===== src/rtl/branch_predictor.sv =====
// -----------------------------------------------------------------------------
// branch_predictor_pkg / branch_predictor
//
// Fetch-side branch predictor: a direct-mapped BTB where every entry holds a
// valid bit, a tag, a target address and a 2-bit saturating counter.
//
// The fetch PC is looked up and the result is registered into bpred_o one cycle
// later. That record travels down the pipe to the exe-stage prediction checker.
// Resolved branches reported by exe train the table.
//
// Ports
//   clk_i          clock
//   rst_i          synchronous reset, active-high
//   fetch_valid_i  fetch PC valid this cycle
//   stall_i        fetch stalled; bpred_o holds its value
//   pc_fetch_i     fetch PC; index = pc[IDX_W+1:2], tag = pc[IDX_W+2 +: TAG_W]
//   upd_valid_i    exe reports a resolved conditional branch or JALR
//   upd_pc_i       PC of the resolved instruction
//   upd_taken_i    resolved decision, 1 = taken
//   upd_target_i   resolved target address
//   bpred_o        prediction for the PC fetched in the previous cycle
//   ready_o        table initialised; predictions are meaningful
// -----------------------------------------------------------------------------
package branch_predictor_pkg;

  localparam int ADDR_W = 40;

  typedef logic [ADDR_W-1:0] addr_pc_t;

  typedef enum logic {
    NOT_TAKEN = 1'b0,
    TAKEN     = 1'b1
  } decision_t;

  typedef struct packed {
    logic      is_branch;
    decision_t decision;
    addr_pc_t  pred_addr;
  } branch_pred_t;

endpackage

module branch_predictor
  import branch_predictor_pkg::*;
#(
  parameter int ENTRIES = 64,
  parameter int TAG_W   = 8
) (
  input  logic         clk_i,
  input  logic         rst_i,
  input  logic         fetch_valid_i,
  input  logic         stall_i,
  input  addr_pc_t     pc_fetch_i,
  input  logic         upd_valid_i,
  input  addr_pc_t     upd_pc_i,
  input  logic         upd_taken_i,
  input  addr_pc_t     upd_target_i,
  output branch_pred_t bpred_o,
  output logic         ready_o
);

  localparam int IDX_W = $clog2(ENTRIES);

  typedef enum logic {
    INIT,
    READY
  } state_t;

  state_t             state_q, state_d;
  logic [IDX_W-1:0]   idx_cnt, idx_cnt_d;

  // Table storage
  logic [ENTRIES-1:0] valid_q;
  logic [TAG_W-1:0]   tag_mem    [ENTRIES];
  addr_pc_t           target_mem [ENTRIES];
  logic [1:0]         ctr_mem    [ENTRIES];

  // ---------------------------------------------------------------------------
  // Init FSM: walks every index once, clearing the valid bit, before going READY.
  // ---------------------------------------------------------------------------
  always_comb begin
    // NOTE: every signal driven here gets a default first, so no path leaves it
    // unassigned and no latch is inferred.
    state_d   = state_q;
    idx_cnt_d = idx_cnt;
    case (state_q)
      INIT: begin
        idx_cnt_d = idx_cnt + 1'b1;
        if (idx_cnt == IDX_W'(ENTRIES - 1)) begin
          state_d   = READY;
          idx_cnt_d = '0;
        end
      end
      READY:   state_d = READY;
      default: state_d = INIT;
    endcase
  end

  always_ff @(posedge clk_i) begin
    // NOTE: sequential state uses non-blocking assignments so every register
    // samples the pre-edge values regardless of statement order.
    if (rst_i) begin
      state_q <= INIT;
      idx_cnt <= '0;
    end else begin
      state_q <= state_d;
      idx_cnt <= idx_cnt_d;
    end
  end

  assign ready_o = (state_q == READY);

  // ---------------------------------------------------------------------------
  // Lookup
  // ---------------------------------------------------------------------------
  logic [IDX_W-1:0] fetch_idx;
  logic [TAG_W-1:0] fetch_tag;
  logic             fetch_hit;
  branch_pred_t     lookup;

  assign fetch_idx = pc_fetch_i[IDX_W+1:2];
  assign fetch_tag = pc_fetch_i[IDX_W+2 +: TAG_W];
  // Valid bits are stale until the init walk completes, so gate hits on READY.
  assign fetch_hit = (state_q == READY) && valid_q[fetch_idx] &&
                     (tag_mem[fetch_idx] == fetch_tag);

  always_comb begin
    lookup           = '0;
    lookup.is_branch = fetch_hit;
    lookup.decision  = (fetch_hit && ctr_mem[fetch_idx][1]) ? TAKEN : NOT_TAKEN;
    // A hit always forwards the stored target; decision tells the checker
    // whether the branch is expected to go there or fall through.
    lookup.pred_addr = fetch_hit ? target_mem[fetch_idx] : pc_fetch_i + addr_pc_t'(4);
  end

  // Tables are read with the pre-edge contents, so a lookup and an update to
  // the same index in one cycle return the old entry (no bypass).
  always_ff @(posedge clk_i) begin
    if (rst_i) begin
      bpred_o <= '0;
    end else if (!stall_i) begin
      bpred_o <= fetch_valid_i ? lookup : '0;
    end
  end

  // ---------------------------------------------------------------------------
  // Training
  // ---------------------------------------------------------------------------
  logic [IDX_W-1:0] upd_idx;
  logic [TAG_W-1:0] upd_tag;
  logic             upd_en;
  logic             upd_hit;
  logic             wr_ctr, wr_target, wr_alloc;
  logic [1:0]       ctr_new;

  assign upd_idx = upd_pc_i[IDX_W+1:2];
  assign upd_tag = upd_pc_i[IDX_W+2 +: TAG_W];
  assign upd_en  = upd_valid_i && (state_q == READY) && !rst_i;
  assign upd_hit = valid_q[upd_idx] && (tag_mem[upd_idx] == upd_tag);

  always_comb begin
    wr_ctr    = 1'b0;
    wr_target = 1'b0;
    wr_alloc  = 1'b0;
    ctr_new   = ctr_mem[upd_idx];
    if (upd_en) begin
      if (upd_hit) begin
        wr_ctr = 1'b1;
        if (upd_taken_i) begin
          wr_target = 1'b1;
          if (ctr_mem[upd_idx] != 2'd3) ctr_new = ctr_mem[upd_idx] + 2'd1;
        end else if (ctr_mem[upd_idx] != 2'd0) begin
          ctr_new = ctr_mem[upd_idx] - 2'd1;
        end
      end else if (upd_taken_i) begin
        // Allocate (evicting whatever lived at this index) as weakly taken.
        wr_alloc  = 1'b1;
        wr_ctr    = 1'b1;
        wr_target = 1'b1;
        ctr_new   = 2'd2;
      end
    end
  end

  // Valid bits are cleared by the init walk rather than by rst_i directly, so
  // reset stays a single-cycle event and the walk covers every index.
  always_ff @(posedge clk_i) begin
    if (state_q == INIT) begin
      valid_q[idx_cnt] <= 1'b0;
    end else if (wr_alloc) begin
      valid_q[upd_idx] <= 1'b1;
    end
  end

  // NOTE: the tag/target/counter arrays are deliberately not reset; they are
  // only ever observed through a set valid bit, so they can map to plain RAM.
  always_ff @(posedge clk_i) begin
    if (wr_alloc)  tag_mem[upd_idx]    <= upd_tag;
    if (wr_target) target_mem[upd_idx] <= upd_target_i;
    if (wr_ctr)    ctr_mem[upd_idx]    <= ctr_new;
  end

  // Update PC bits outside index and tag carry no information for training.
  logic unused_upd_pc_bits;
  assign unused_upd_pc_bits = ^{upd_pc_i[1:0], upd_pc_i[ADDR_W-1:IDX_W+2+TAG_W]};

endmodule


===== config.mk =====
export PLATFORM = sky130hd
export DESIGN_NAME = branch_predictor
export DESIGN_NICKNAME = d
export VERILOG_FILES = /design/src/rtl/branch_predictor.sv
export SDC_FILE = /design/constraint.sdc
export NUM_CORES = 2
export LEC_CHECK = 0
export ABC_CLOCK_PERIOD_IN_PS = 6500
export BUFFER_PORTS_ARGS = -buffer_cell sky130_fd_sc_hd__buf_2
export CAP_MARGIN = 10
export CORE_UTILIZATION = 50
export CTS_CLUSTER_SIZE = 30
export DETAILED_ROUTE_END_ITERATION = 8
export PLACE_DENSITY_LB_ADDON = 0.08
export SLEW_MARGIN = 10
export SYNTH_ARGS = -nofsm -noshare
export SYNTH_HDL_FRONTEND = slang
export SYNTH_SLANG_ARGS = --single-unit
export TNS_END_PERCENT = 30

===== constraint.sdc =====
create_clock -name clk_i -period 6.5 [get_ports clk_i]
set_input_delay 0.65 -clock clk_i [delete_from_list [all_inputs] [get_ports clk_i]]
set_output_delay 0.65 -clock clk_i [all_outputs]
set_load 0.05 [all_outputs]

== Word-level counts from Yosys, hierarchy flattened ==
Memories as Yosys holds them, arrays and structs flattened.
Cells that the tools add are included.
Storage, ports and cells
  flip-flop bits (word level): 113
  RAM bits: 3200
  output and inout port bits: 43
  logic and storage cells: 71
  memories kept: 3
Operators by class
  $add $sub $neg: 4
  $lt $le $gt $ge: 5
  equal/unequal tests: 5
  mux-type cells: 34
  bitwise logic cells: 4
  reductions and logical operators: 10
Memory list
  target_mem: words 64, width 40, rd ports 1, clocked after Yosys merged registers in 0, wr ports 1, RTL line 75  | addr_pc_t target_mem [ENTRIES];
  tag_mem: words 64, width 8, rd ports 2, clocked after Yosys merged registers in 0, wr ports 1, RTL line 74  | logic [TAG_W-1:0] tag_mem [ENTRIES];
  ctr_mem: words 64, width 2, rd ports 2, clocked after Yosys merged registers in 0, wr ports 1, RTL line 76  | logic [1:0] ctr_mem [ENTRIES];
Operators by type and width (count)
  $mux W64: 2
  $and A64 B64 Y64: 1
  $not A64 Y64: 1
  $or A64 B64 Y64: 1
  $mux W42: 1
  $add A40 B3 Y40 const B: 1
  $mux W40: 1
  $lt A6 B7 Y1 const B: 3
  $mux W1: 18
  $eq A8 B8 Y1: 2
  $bmux W1 S6: 2
  $demux W1 S6: 2
  $ge A6 B1 Y1 const B: 2
  $mux W2: 6
  $logic_and A1 B1 Y1: 8
  $add A6 B1 Y6 const B: 1
  $eq A6 B6 Y1 const B: 1
  $mux W6: 1
  $add A2 B1 Y2 const B: 1
  $ne A2 B1 Y1 const B: 1
  $ne A2 B2 Y1 const B: 1
  $pmux W1 S2: 1
  $reduce_bool A2 Y1: 1
  $sub A2 B1 Y2 const B: 1
  other kinds (2): 2

== Depth between registers and ports, before layout ==
  depth after elaboration: 7
  gate-level depth with buffers: 16
  gate-level depth less buffers: 9

== Least setup slack after synthesis ==
OpenSTA, ideal clock, no wires.
  path kind: input to register
  start: input port upd_pc_i[3]
  end: memory ctr_mem[0][0] (data pin)
  setup time: 0.564 ns
  arrival: 5.358 ns
  data required time: 5.936 ns
  setup slack: 0.578 ns
  stages: 12
  path buffers: 5
  path through: buf_2 > buf_2 > buf_1 > buf_1 > clkbuf_1 > mux2_2 > a221oi_1 > o21ai_0 > a222oi_1 > nand3_1 > maj3_1 > mux2i_1
On the way
  word-level cells in the longest chain between the ends: 6
  elaborated cells on any way between the ends: 16
Ends and longest elaborated chain
  start: declaration: RTL line 55  | input addr_pc_t upd_pc_i,
  $mem_v2 Z64 W2
  $sub A2 B1 Y2, or another cell as far along: RTL line 173  | ctr_new = ctr_mem[upd_idx] - 2'd1;
  $mux W2, on equally long branches: RTL line 172, 171
  $mux W2: RTL line 169  | if (upd_taken_i) begin
  $mux W2: RTL line 167  | if (upd_hit) begin
  $mux W2 (*): RTL line 166  | if (upd_en) begin
  named net ctr_new[0]: RTL line 154  | logic [1:0] ctr_new;
  end: declaration: RTL line 76
The timed path passes the listed nets; every way through them passes the cells marked *. The select of a mux whose other input is x is not followed.

== Final worst setup path ==
  start: input port upd_pc_i[2]
  end: memory ctr_mem[56][0] (data pin)
The elaborated chain is that of the path after synthesis.

==> results.yml <==
placed_design:
  gp_congestion: 0.922
  place_hpwl_um: 230000
  port_buffers: 142
logic_synthesis:
  async_flop_share: 0
  synth.distinct_cells: 72
  ys_ff_latch: 3313
  synth_flop_cell: "edfxtp_1"
  yosys.area.top_type: "edfxtp_1"
  netlist_instances: 6302
  synth-edff-count: 3264
  yosysSeqAreaShare: 0.738
  avgSynthCellArea_um2: 21.3
  yosys.area.top_type_share: 0.731
  ys_warn_count: 0
  synth_area_um2: 134000
  synth.area.top_cells: "edfxtp_1, mux4_2, mux2i_1"
  synth_nets: 6430
power:
  total_power_uw: 45700
  power_density_nw_per_um2: 301
  p_leak_uw: 0.0470
  seqPwrFrac: 0.516
  switchingPower_uw: 9830
  irDropWorstVdd_v: 0.000230
  p_int_uw: 35800
  combinationalPowerShare: 0.055
  pwr-share-clk: 0.429
  p_sw_frac: 0.215
floorplan:
  ioPinCount: 169
  fp.dieW_um: 520
  dieArea_um2: 270000
  core-area_um2: 266000
  die_h_um: 520
  rows: 189
  start_util: 0.504
cells_and_area:
  multi_input_area_um2: 33800
  area_growth_pct: 13.3
  n_fill_cell: 19700
  final-seq-area_um2: 99000
  drive_gt1_frac: 0.308
  nNetsFinal: 6782
  final_common_cell: "edfxtp_1"
  final_cell_mix: "edfxtp_1, mux4_2, clkbuf_16"
global_routing:
  grt_max_degree: 110
  grt_use_total: 0.300
  grt-ovfl-total: 0
  grt_pass1_wl_um: 561000
  grt_antenna_before_repair: 27
  grt_pass1_vias: 70300
critical_path:
  crit_slowest_cell: "and2_0"
  cp-end-kind: "register"
  r2r_setup_slack_ns: 2.11
  cp_cell_sequence: "buf_6 > and2_0 > buf_4 > a22oi_1 > o221ai_1 > a22oi_1 > nand4_1 > xnor2_1 > o2111ai_1 > nor3_1 > mux2i_4 > buf_12"
  crit_fanout: 58
  worstSetupStartpointType: "primary input"
  critPathKind: "in -> reg"
  cp.arrival_ns: 5.49
  r2r-end: "bpred_o[3]$_SDFFE_PP0N_"
  timing.rr.start: "tag_mem[14][1]$_DFFE_PP_"
  cpMostUsedCell: "a22oi_1"
  rr_worst_depth: 11
  required_ns: 7.21
  max_stage_delay_ns: 0.81
timing:
  rsz0062_at_grt: "no"
  setup_viol: 0
  final.period_utilization: 0.736
  worstMarginPinSlew_ns: 1.27
  finalHoldViolations: 0
  fin_hold_ws_ns: 0.0624
  setup_tns_ns: 0
  finalClockSkew_ns: 0.0416
  slew-limit-headroom: 0.152
  period_minus_slack_ns: 4.78
  slew_violations: 0
  fmax_mhz: 209
clock_network:
  cts.htree.levels: 5
  clockRootBuffer: "clkbuf_16"
  ctsResizeCount: 0
  insertion_delay_ns: 0.93
  cts_hold_buf: 2
  post_cts_buffers: 0
  numCtsBuffers: 348
  clockBufferDepth: 4
  cts.sinks: 3313
  cts_tree: "yes"
  path_clk_slew_ns: 0.07
routing:
  routed_wl_um: 406000
  dr.pass1.iters: 6
  vias: 70600
  drc: 0
  wire_per_inst_um: 38.7
  vias_per_cell: 6.74
  ant_nets: 0
  first_iter_violations: 9947
worst_hold_path:
  hold_class: "in -> reg"
  worstHoldStart: "pc_fetch_i[23]"
  hold_path_end: "bpred_o[23]$_SDFFE_PP0N_"
  whs_path_depth: 4
job:
  maxCapViolCount: 0
status:
  status: "complete, no violations"
## per-stage QoR
step / std cells / area, µm² / setup slack [ns] / util
detailed placement: 9835 / 141000 / 1.06 / 0.529
global placement: 9835 / 141000 / 1.07 / 0.529
CTS: 10500 / 152000 / 1.93 / 0.571
finish: 10500 / 152000 / 1.72 / 0.571
floorplan: 6302 / 134000 / 0.578 / -
global route: 10500 / 152000 / 1.73 / 0.571
## metal layers
metal  up-vias  share of wire  track usage
met3       780          0.094       0.0548
met1     38200           0.39        0.422
met4         4          0.043        0.116
met5         -       0.000037            0
met2      3949           0.47        0.471
li1      27600              -            -
## cell type report
| cell class | instances | share of cell area |
|---|---|---|
| Multi-Input combinational cell | 2549 | 0.223 |
| Antenna cell | 9 | 0.000148 |
| Inverter | 9 | 0.000305 |
| Clock buffer | 445 | 0.0616 |
| Tap cell | 3533 | 0.0291 |
| Sequential cell | 3313 | 0.652 |
| Timing Repair Buffer | 433 | 0.0227 |
| Clock inverter | 188 | 0.0116 |
## synthesized netlist by cell type, types with 22 or more instances
library cell	instances
a21oi_1	93
a221oi_1	56
a22o_1	25
a22oi_1	99
buf_1	97
buf_2	102
clkbuf_1	217
dfxtp_1	49
edfxtp_1	3264
mux2_2	47
mux2i_1	99
mux4_2	1065
nand2_1	225
nand3_1	79
nand4_1	24
nor2_1	171
nor2b_1	22
nor3_1	68
o211ai_1	42
o21ai_0	149
o22ai_1	24
xnor2_1	37
## power groups by stage
stage                     combinational (µW)  clock, µW  sequential, µW
after global placement                  2450          0           24000
after detailed placement                2480          0           24000
after global routing                    2590      20600           23500
after CTS                               2490      19900           23600
after floorplan                         1400          0           24000
final                                   2490      19600           23600
## state kept, by name (all words and copies together), names as in the netlist
signal,count
idx_cnt,6
ready_o,1
ctr_mem,128
tag_mem,512
bpred_o,42
valid_q,64
target_mem,2560
## logic make-up after synthesis
kind of cell	share of synthesized area
buffers and inverters	0.0138
AOI/OAI and AO/OA	0.0295
muxes	0.190
adders and majority gates	0.000261
DFF	0.738
xor gates and xnor gates	0.00340
and+or+nand+nor	0.0245
## worst max-delay path, delay by kind of cell
family,cells,cell delay (ns)
and+or+nand+nor,3,1.65
muxes,1,0.52
buffers and inverters,3,1.23
AOI/OAI and AO/OA,4,1.20
xor gates and xnor gates,1,0.13
## worst max-delay path by stage
stage	startpoint	cells after the start	end	slack (ns)
after floorplan	upd_pc_i[3]	12	ctr_mem[0][0]$_DFFE_PP_	0.58
after global placement	upd_pc_i[2]	13	ctr_mem[11][0]$_DFFE_PP_	1.07
after detailed placement	upd_pc_i[2]	13	ctr_mem[13][0]$_DFFE_PP_	1.06
after CTS	upd_pc_i[2]	13	ctr_mem[9][0]$_DFFE_PP_	1.93
after global routing	upd_pc_i[2]	12	ctr_mem[12][0]$_DFFE_PP_	1.73
final	upd_pc_i[2]	12	ctr_mem[56][0]$_DFFE_PP_	1.72
Power figures use the tool's default switching activity.
